### src/rtl/vga_timing_gen.sv
// Parametrised raster timing generator: counters, syncs, display enable, strobes and a lead-adjusted fetch request.
// Latency: outputs are registered and match the current counters. ce=0 holds everything. Optional line doubling: VGA_TIMING_DBLSCAN_EN.
module vga_timing_gen #(
  parameter int H_ACTIVE   = 640,
  parameter int H_FP       = 16,
  parameter int H_SYNC     = 96,
  parameter int H_BP       = 48,
  parameter int V_ACTIVE   = 480,
  parameter int V_FP       = 10,
  parameter int V_SYNC     = 2,
  parameter int V_BP       = 33,
  parameter int HS_POL     = 0,
  parameter int VS_POL     = 0,
  parameter int FETCH_LEAD = 2,
  parameter int CW         = 10
) (
  input  logic          clk,
  input  logic          rst_n,
  input  logic          ce,
  output logic [CW-1:0] h_cnt,
  output logic [CW-1:0] v_cnt,
  output logic          h_sync,
  output logic          v_sync,
  output logic          de,
  output logic          de_n,
  output logic          line_start,
  output logic          frame_start,
  output logic          fetch_req,
  output logic [CW-1:0] fetch_x,
  output logic [CW-1:0] fetch_y
);

  localparam int H_TOTAL = H_ACTIVE + H_FP + H_SYNC + H_BP;
  localparam int V_TOTAL = V_ACTIVE + V_FP + V_SYNC + V_BP;

  localparam logic [CW-1:0] H_LAST = CW'(H_TOTAL - 1);
  localparam logic [CW-1:0] V_LAST = CW'(V_TOTAL - 1);
  localparam logic [CW-1:0] H_ACT  = CW'(H_ACTIVE);
  localparam logic [CW-1:0] V_ACT  = CW'(V_ACTIVE);
  localparam logic [CW-1:0] HS_BEG = CW'(H_ACTIVE + H_FP);
  localparam logic [CW-1:0] HS_END = CW'(H_ACTIVE + H_FP + H_SYNC);
  localparam logic [CW-1:0] VS_BEG = CW'(V_ACTIVE + V_FP);
  localparam logic [CW-1:0] VS_END = CW'(V_ACTIVE + V_FP + V_SYNC);
  localparam logic [CW:0]   LEAD_W = (CW+1)'(FETCH_LEAD);
  localparam logic [CW:0]   H_TOT_W = (CW+1)'(H_TOTAL);
  localparam logic          HS_ON  = (HS_POL != 0);
  localparam logic          VS_ON  = (VS_POL != 0);

  logic [CW-1:0] h_q, h_d, v_q, v_d, fx_q, fx_d, fy_q, fy_d;
  logic          hs_q, hs_d, vs_q, vs_d, de_q, de_d, dn_q, dn_d;
  logic          ls_q, ls_d, fs_q, fs_d, req_q, req_d;
  logic [CW:0]   t;
  logic [CW-1:0] tx, ty;
  logic          lf;

  always_comb begin
    h_d   = h_q;
    v_d   = v_q;
    hs_d  = hs_q;
    vs_d  = vs_q;
    de_d  = de_q;
    dn_d  = dn_q;
    ls_d  = ls_q;
    fs_d  = fs_q;
    req_d = req_q;
    fx_d  = fx_q;
    fy_d  = fy_q;
    t     = '0;
    tx    = '0;
    ty    = '0;
    lf    = 1'b0;
    if (ce) begin
      if (h_q == H_LAST) begin
        h_d = '0;
        v_d = (v_q == V_LAST) ? '0 : v_q + 1'b1;
      end else begin
        h_d = h_q + 1'b1;
      end
      // Outputs decode the next-state counters so they line up with h_cnt/v_cnt.
      hs_d = (h_d >= HS_BEG && h_d < HS_END) ? HS_ON : ~HS_ON;
      vs_d = (v_d >= VS_BEG && v_d < VS_END) ? VS_ON : ~VS_ON;
      de_d = (h_d < H_ACT) && (v_d < V_ACT);
      dn_d = ~de_d;
      ls_d = (h_d == '0);
      fs_d = (h_d == '0) && (v_d == '0);

      t = {1'b0, h_d} + LEAD_W;
      if (t >= H_TOT_W) begin
        tx = CW'(t - H_TOT_W);
        ty = (v_d == V_LAST) ? '0 : v_d + 1'b1;
      end else begin
        tx = CW'(t);
        ty = v_d;
      end
`ifdef VGA_TIMING_DBLSCAN_EN
      lf = (ty < V_ACT) && !ty[0];
`else
      lf = (ty < V_ACT);
`endif
      req_d = (tx < H_ACT) && lf;
      if (req_d) begin
        fx_d = tx;
`ifdef VGA_TIMING_DBLSCAN_EN
        fy_d = {1'b0, ty[CW-1:1]};
`else
        fy_d = ty;
`endif
      end
    end
  end

  always_ff @(posedge clk or negedge rst_n) begin
    if (!rst_n) begin
      h_q   <= H_LAST;
      v_q   <= V_LAST;
      hs_q  <= ~HS_ON;
      vs_q  <= ~VS_ON;
      de_q  <= 1'b0;
      dn_q  <= 1'b1;
      ls_q  <= 1'b0;
      fs_q  <= 1'b0;
      req_q <= 1'b0;
      fx_q  <= '0;
      fy_q  <= '0;
    end else begin
      h_q   <= h_d;
      v_q   <= v_d;
      hs_q  <= hs_d;
      vs_q  <= vs_d;
      de_q  <= de_d;
      dn_q  <= dn_d;
      ls_q  <= ls_d;
      fs_q  <= fs_d;
      req_q <= req_d;
      fx_q  <= fx_d;
      fy_q  <= fy_d;
    end
  end

  assign h_cnt       = h_q;
  assign v_cnt       = v_q;
  assign h_sync      = hs_q;
  assign v_sync      = vs_q;
  assign de          = de_q;
  assign de_n        = dn_q;
  assign line_start  = ls_q;
  assign frame_start = fs_q;
  assign fetch_req   = req_q;
  assign fetch_x     = fx_q;
  assign fetch_y     = fy_q;

endmodule
### config.mk
export PLATFORM = sky130hd
export DESIGN_NAME = vga_timing_gen
export DESIGN_NICKNAME = d
export VERILOG_FILES = /design/src/rtl/vga_timing_gen.sv
export SDC_FILE = /design/constraint.sdc
export NUM_CORES = 1
export LEC_CHECK = 0
export CELL_PAD_IN_SITES_DETAIL_PLACEMENT = 1
export CELL_PAD_IN_SITES_GLOBAL_PLACEMENT = 2
export CORE_MARGIN = 2
export CORE_UTILIZATION = 32
export DETAILED_ROUTE_END_ITERATION = 6
export PLACE_DENSITY = 0.8
export SYNTH_ARGS = -nofsm -noshare
export SYNTH_HDL_FRONTEND = slang
export SYNTH_SLANG_ARGS = --single-unit
### constraint.sdc
create_clock -name clk -period 4.3 [get_ports clk]
set_input_delay 1.075 -clock clk [delete_from_list [all_inputs] [get_ports clk]]
set_output_delay 1.075 -clock clk [all_outputs]
set_load 0.02 [all_outputs]
-- After elaboration in Yosys (flattened, before gate mapping)
Cells that the tools add are included.
- register bits after elaboration: 47
- add/sub/neg operators: 5
- order comparisons: 9
- eq/ne operators: 3
- mux-type cells: 12
- bitwise operators: 1
- reductions and logical operators: 8
- operators with widths (cell ; number):
    10-bit 2-to-1 mux ; 10
    10-bit by 1-bit adder with 10-bit output, second input constant ; 3
    10-bit equality test, second input constant ; 3
    10-bit less-than comparator, second input constant ; 3
    10-bit by 9-bit less-than comparator with 1-bit output, second input constant ; 3
    10-bit logical NOT ; 2
    10-bit by 2-bit adder with 11-bit output, second input constant ; 1
    11-bit by 10-bit greater-or-equal comparator with 1-bit output, second input constant ; 1
    10-bit greater-or-equal comparator, second input constant ; 1
    10-bit by 9-bit greater-or-equal comparator with 1-bit output, second input constant ; 1
    10-bit subtractor, second input constant ; 1
    1-bit logical AND ; 5
    1-bit 2-to-1 mux ; 2
    2-bit AND reduction ; 1
    1-bit inverter ; 1

-- Depth between registers and ports, before layout
Gate-level depths: netlist (run 1).
- word-level depth: 11
- mapped depth: 18
- depth with buffers taken out: 15

-- Worst setup path before layout (run 1)
OpenSTA, ideal clock, no wires.
- kind: flip-flop to flip-flop
- from: register h_q[1], in the netlist h_cnt[1]
- to: register fx_q[0], in the netlist fetch_x[0]
- library setup time: 0.125 ns
- arrival time: 4.166 ns
- path slack: 0.009 ns
- stages on the path, launching flop included: 19
- path buffers: 3
- clock period less this slack: 4.291 ns
- cell sequence: dfstp_2 -> ha_1 -> buf_4 -> nand4_4 -> or3_4 -> buf_6 -> and2_1 -> ha_1 -> o31ai_2 -> xor2_1 -> inv_1 -> ha_1 -> a21bo_1 -> o22ai_2 -> o2bb2a_1 -> o211a_1 -> o21ai_2 -> buf_6 -> mux2_4
- cells in the longest elaborated chain, start to end: 10
- ends and longest elaborated chain (what ; line ; text):
    start, declared ; 49 ; logic [CW-1:0] h_q, h_d, v_q, v_d, fx_q, fx_d, fy_q, fy_d;
    start signal, assigned ; 114 ; h_q <= H_LAST;
    start signal, assigned ; 126 ; h_q <= h_d;
    10-bit by 1-bit adder with 10-bit output / 10-bit equality test (equally long branches) ; 77, 73 ;
    10-bit 2-to-1 mux ; 73 ; if (h_q == H_LAST) begin
    10-bit 2-to-1 mux ; 72 ; if (ce) begin
    10-bit by 2-bit adder with 11-bit output, or another cell as far along ; 87 ; t = {1'b0, h_d} + LEAD_W;
    10-bit subtractor, or another cell as far along ; 89 ; tx = CW'(t - H_TOT_W);
    10-bit 2-to-1 mux ; 88 ; if (t >= H_TOT_W) begin
    10-bit 2-to-1 mux ; 72 ;
    10-bit less-than comparator / 10-bit by 9-bit less-than comparator with 1-bit output (equally long branches) ; 100, 98 ;
    1-bit logical AND ; 100 ; req_d = (tx < H_ACT) && lf;
    2-bit AND reduction (no source line) ; n/a ;
    end signal, assigned ; 123 ; fx_q <= '0;
    end signal, assigned ; 135 ; fx_q <= fx_d;
    end, declared ; 49 ;
Parallel ways exist; a longest one is shown, timed or not. The select of a mux whose other input is x is not followed.
A chain may end at the register's enable or synchronous reset.

-- Worst setup path after layout (run 1)
- from: register h_q[0], in the netlist h_cnt[0]
- to: register fy_q[3], in the netlist fetch_y[3]
- cells in the longest elaborated chain, start to end: 10
- ends and longest elaborated chain (what ; line ; text):
    10-bit by 1-bit adder with 10-bit output / 10-bit equality test (equally long branches) ; 77, 73 ;
    10-bit 2-to-1 mux ; 73 ;
    10-bit 2-to-1 mux ; 72 ;
    10-bit by 2-bit adder with 11-bit output, or another cell as far along ; 87 ;
    10-bit subtractor, or another cell as far along ; 89 ;
    10-bit 2-to-1 mux ; 88 ;
    10-bit 2-to-1 mux ; 72 ;
    10-bit less-than comparator / 10-bit by 9-bit less-than comparator with 1-bit output (equally long branches) ; 100, 98 ;
    1-bit logical AND ; 100 ;
    2-bit AND reduction (no source line) ; n/a ;
    end signal, assigned ; 136 ; fy_q <= fy_d;
    end, declared ; 49 ;
Parallel ways exist; a longest one is shown, timed or not. The select of a mux whose other input is x is not followed.

==> results.py, run 1 <==
metrics = {
    "routing": {
        "drt_iter0_drc": 117,
        "routed-via-count": 3095,
        "first_pass_iters": 4,
        "routed_via_density": 5.28,
        "totalWireLength_mm": 10.5,
        "routedWlPerCell_um": 17.9,
        "route.antenna.remaining_nets": 0,
        "post-route-drc-count": 0,
    },
    "yosys": {
        "combinational_family_with_the_most_area_after_synthesis": "simple AND/OR/NAND/NOR gates",
        "synth-async-reset-ratio_pct": 100,
        "synth-edff-count": 0,
        "synth_area_per_cell_um2": 9.58,
        "yosys_synthesis_warning_count": 0,
        "synth_adder_area_share_pct": 3.41,
        "synth.cell_area_um2": 3670,
        "netlist-cell-type-count": 77,
        "postSynthCellCount": 383,
        "postSynthRegisterBits": 47,
        "mappedNetlistNets": 396,
        "postSynth.topFlopCell": "dfrtp_1",
        "yosys-top-cells-area": "dfrtp_1 (23%), dfstp_2 (9.3%), mux2_4 (7.0%), xnor2_1 (6.4%), a21oi_1 (3.4%)",
        "synth_compound_area_share_pct": 15.9,
        "yosysSeqAreaShare_pct": 32.5,
        "synth_top_cell_by_area": "dfrtp_1",
        "synthSimpleGateAreaFrac_pct": 22.8,
        "post_synth_mux_area_share_pct": 9.31,
        "yosysTopAreaCellShare_pct": 23.2,
        "post_synth_xor_area_fraction_pct": 9.51,
    },
    "timing": {
        "period_minus_slack_ns": 4.12,
        "tightest_slew_ns": 0.757,
        "setup-violations-final": 0,
        "max_freq_mhz": 243,
        "finalHoldViolCount": 0,
        "clock-skew-final_ns": 0.00872,
        "final_min_period_over_clock_period_pct": 95.8,
        "timing.final.max_slew_violations": 0,
        "slew-limit-headroom_pct": 49.1,
    },
    "global_routing": {
        "number_of_antenna_violations_at_the_first_check_in_global_routing": 0,
        "via_count_of_the_first_global_routing_pass": 3170,
        "pin_count_of_the_biggest_net_entering_global_routing": 48,
        "gr-total-overflow": 0,
        "gr-usage-all-layers_pct": 17.0,
        "grt_first_pass_wirelength_mm": 17.1,
    },
    "critical_path": {
        "critical-path-max-stage-delay_ns": 0.54,
        "worstPathMaxFanout": 8,
        "worstSetupPathType": "flop to flop",
        "cpMaxStageDelayCell": "dfstp_2",
        "worst_path_buffer_plus_inverter_count": 4,
        "cp_cell_sequence": "ha_2 -> nand4_4 -> or3_4 -> and2_1 -> ha_2 -> o31ai_4 -> xor2_1 -> inv_1 -> ha_1 -> a21bo_2 -> o22ai_4 -> buf_4 -> nand2_4 -> a31oi_2 -> o21ai_2 -> clkbuf_16 -> clkbuf_4 -> mux2_4",
        "reg2reg_depth": 18,
        "r2r-end": "fetch_y[3]",
        "critical_path_required_ns": 4.48,
        "timing.critical_path.max_delay_family": "simple AND/OR/NAND/NOR gates",
        "critical_path.endpoint_type": "flop",
        "r2r-start": "h_cnt[0]",
        "worstPathArrival_ns": 4.30,
        "crit_path_frequent_cell": "ha_2",
        "reg2reg_setup_slack_ns": 0.18,
        "start_kind": "flop",
    },
    "clocking": {
        "clock_tree_from_tritoncts": "yes",
        "max-clock-path-buffers": 2,
        "tritoncts_num_sinks": 47,
        "cts_made_buffers": 5,
        "clk_pin_slew_worst_paths_ns": 0.07,
        "clock_tree.htree_level_count": 2,
        "clock_network_latency_to_the_later_pin_of_the_worst_skew_pair_ns": 0.30,
        "cts.root.buffer_cell": "clkbuf_16",
    },
    "finish": {
        "seq_area_um2": 1190,
        "nFillCells": 1298,
        "areaGrowthSynthToFinish_pct": 28.2,
        "final_layout_size_suffix_gt1_share_pct": 24.4,
        "multi_input_area_um2": 2300,
        "num_antenna_cells": 0,
        "fin_cells": 586,
        "design.final.nets": 455,
    },
    "min_path": {
        "holdCritPathClass": "flop to flop",
        "min-delay-start": "h_sync",
        "end_point_of_the_most_critical_hold_path": "h_sync",
        "hold_depth": 2,
    },
    "power": {
        "design_power_total_mw": 2.49,
        "power.ir.vdd_worst_uv": 211,
        "power_leakage_nw": 1.90,
        "power.density_cell_area_nw_per_um2": 528,
    },
    "floorplan": {
        "floorplan.rows": 39,
        "core_region_area_um2": 11300,
        "die_height_um": 111,
        "start_util_pct": 32.4,
        "chipWidth_um": 111,
        "die_outline_area_um2": 12300,
        "boundaryPins": 50,
    },
    "placed_design": {
        "place_congestion": 0.834,
        "portBuffers": 49,
        "hpwl_mm": 7.70,
        "numPlacedInstances": 570,
    },
    "flow_run": {
        "max-cap-violations": 0,
    },
    "outcome": {
        "outcome": "completed",
    },
}
[state kept, by name, indices dropped and copies added (netlist names)]
signal and flops:
v_sync 1, h_sync 1, v_cnt 10, fetch_x 10
fetch_y 10, frame_start 1, h_cnt 10, de 1
de_n 1, line_start 1, fetch_req 1
[layout make-up]
cell class	count	share of cell area, %
multi-input cells	293	48.9
clock inverters	3	1.44
clock buffers	5	2.66
inverters	13	1.04
repair buffers	82	16.8
flip-flops and latches	47	25.3
well taps	143	3.80
[metrics by stage]
| step | util [%] | cell area, um^2 | worst slack (ns) | hold slack, ns | TNS, ns |
|---|---|---|---|---|---|
| floorplan | - | 3670 | 0.00919 | 0.516 | 0 |
| global placement | 38.3 | 4340 | 0.165 | 0.478 | 0 |
| detailed placement | 38.3 | 4340 | 0.0450 | 0.481 | 0 |
| CTS | 40.0 | 4530 | 0.0146 | 0.498 | 0 |
| global route | 41.6 | 4710 | -0.0293 | 0.515 | -0.0578 |
| finish | 41.6 | 4710 | 0.180 | 0.494 | 0 |
[metal layers]
metal  vias to the layer above  global-route usage, %  routed length, um
li1                       1493                      -                  -
met1                      1536                   24.8               5190
met2                        57                   26.4               4880
met3                         9                   1.97                294
met4                         0                   5.19                154
met5                         -                      0                  0
[power by group]
| group | internal, mW | total, mW | leakage (nW) | switching (mW) |
|---|---|---|---|---|
| clock | 0.333 | 0.510 | 0.0900 | 0.177 |
| combinational | 0.603 | 1.32 | 1.26 | 0.714 |
| sequential | 0.562 | 0.660 | 0.554 | 0.0976 |
[kinds of logic after synthesis]
group | count (synthesis)
flip-flops | 47
buffers and inverters | 43
adder cells (fa/ha/maj) | 10
XOR/XNOR | 39
AND/OR/NAND/NOR | 140
multiplexers | 25
AO/OA/AOI/OAI | 79
[worst register-to-register path, cell delays in order (launching register included)]
cell and delay, ns:
dfstp_2 0.54, ha_2 0.21, nand4_4 0.11, or3_4 0.41, and2_1 0.18, ha_2 0.22
o31ai_4 0.10, xor2_1 0.25, inv_1 0.10, ha_1 0.23, a21bo_2 0.25, o22ai_4 0.10
buf_4 0.17, nand2_4 0.11, a31oi_2 0.12, o21ai_2 0.23, clkbuf_16 0.19, clkbuf_4 0.18
mux2_4 0.30
[synthesized netlist by cell type, types with 2 or more instances]
library cell,count
and3_1,10
nand2_1,29
nor4_1,6
and2_1,4
ha_1,10
o2111ai_1,2
nand2b_1,2
buf_4,3
or3_1,3
xor2_1,11
o31ai_1,2
nor3_1,12
o31ai_2,2
and4b_1,2
clkbuf_1,10
buf_6,8
nor3_2,2
a21o_1,5
mux2i_1,3
o31a_1,3
a21oi_1,25
o21ai_0,10
dfstp_2,13
nor4b_1,3
dfrtp_1,34
nand3_1,14
buf_2,7
mux2_2,5
nand4_1,8
nor2_1,25
a21boi_0,2
nor4_4,2
mux2_4,17
xnor2_1,27
a31oi_1,5
nand3b_1,4
a311oi_1,2
inv_1,12
[what timing repair did]
action / in CTS / in global routing
buffers inserted: 0 / 7
hold buffers: 0 / 0
resized for setup: 0 / 16
endpoints found under the setup margin: 0 / 20
[cells in the final DEF (no fill, tap or decap), types with 3 or more instances in the layout]
master and instances:
nor3_1 12, a21o_1 5, a21oi_1 24, and3_1 10, mux2_4 17, nand3_1 14
xnor2_1 27, or3_1 3, nand4_1 8, nor4_1 6, mux2_2 5, nor4b_1 3
o21ai_0 10, clkdlybuf4s50_1 48, a31oi_1 5, clkbuf_16 6, buf_4 27, dfstp_2 13
buf_12 3, ha_1 8, mux2i_1 3, nand2_1 28, nor2_1 25, inv_1 12
and2_1 4, nand3b_1 4, dfrtp_1 34, xor2_1 10, o31a_1 3
[worst max path at each step]
stage,from,to,slack [ns],cells after the start
2_1_floorplan,h_cnt[1],fetch_x[0],0.009,18
3_3_place_gp,h_cnt[0],fetch_x[0],0.16,15
3_5_place_dp,h_cnt[0],fetch_x[9],0.04,15
4_1_cts,h_cnt[0],fetch_x[9],0.01,15
5_1_grt,h_cnt[0],fetch_y[3],-0.03,18
6_report,h_cnt[0],fetch_y[3],0.18,18
No activity file was read; power rests on OpenSTA's default activity.
==> inputs of run 2 (changes only) <==
--- a/config.mk
+++ b/config.mk
@@ -10,6 +10,7 @@
 export CORE_MARGIN = 2
 export CORE_UTILIZATION = 32
 export DETAILED_ROUTE_END_ITERATION = 6
+export GPL_ROUTABILITY_DRIVEN = 0
 export PLACE_DENSITY = 0.8
 export SYNTH_ARGS = -nofsm -noshare
 export SYNTH_HDL_FRONTEND = slang
==> results of run 2 <==
Final layout, timing and power as in run 1 (identical DEF).
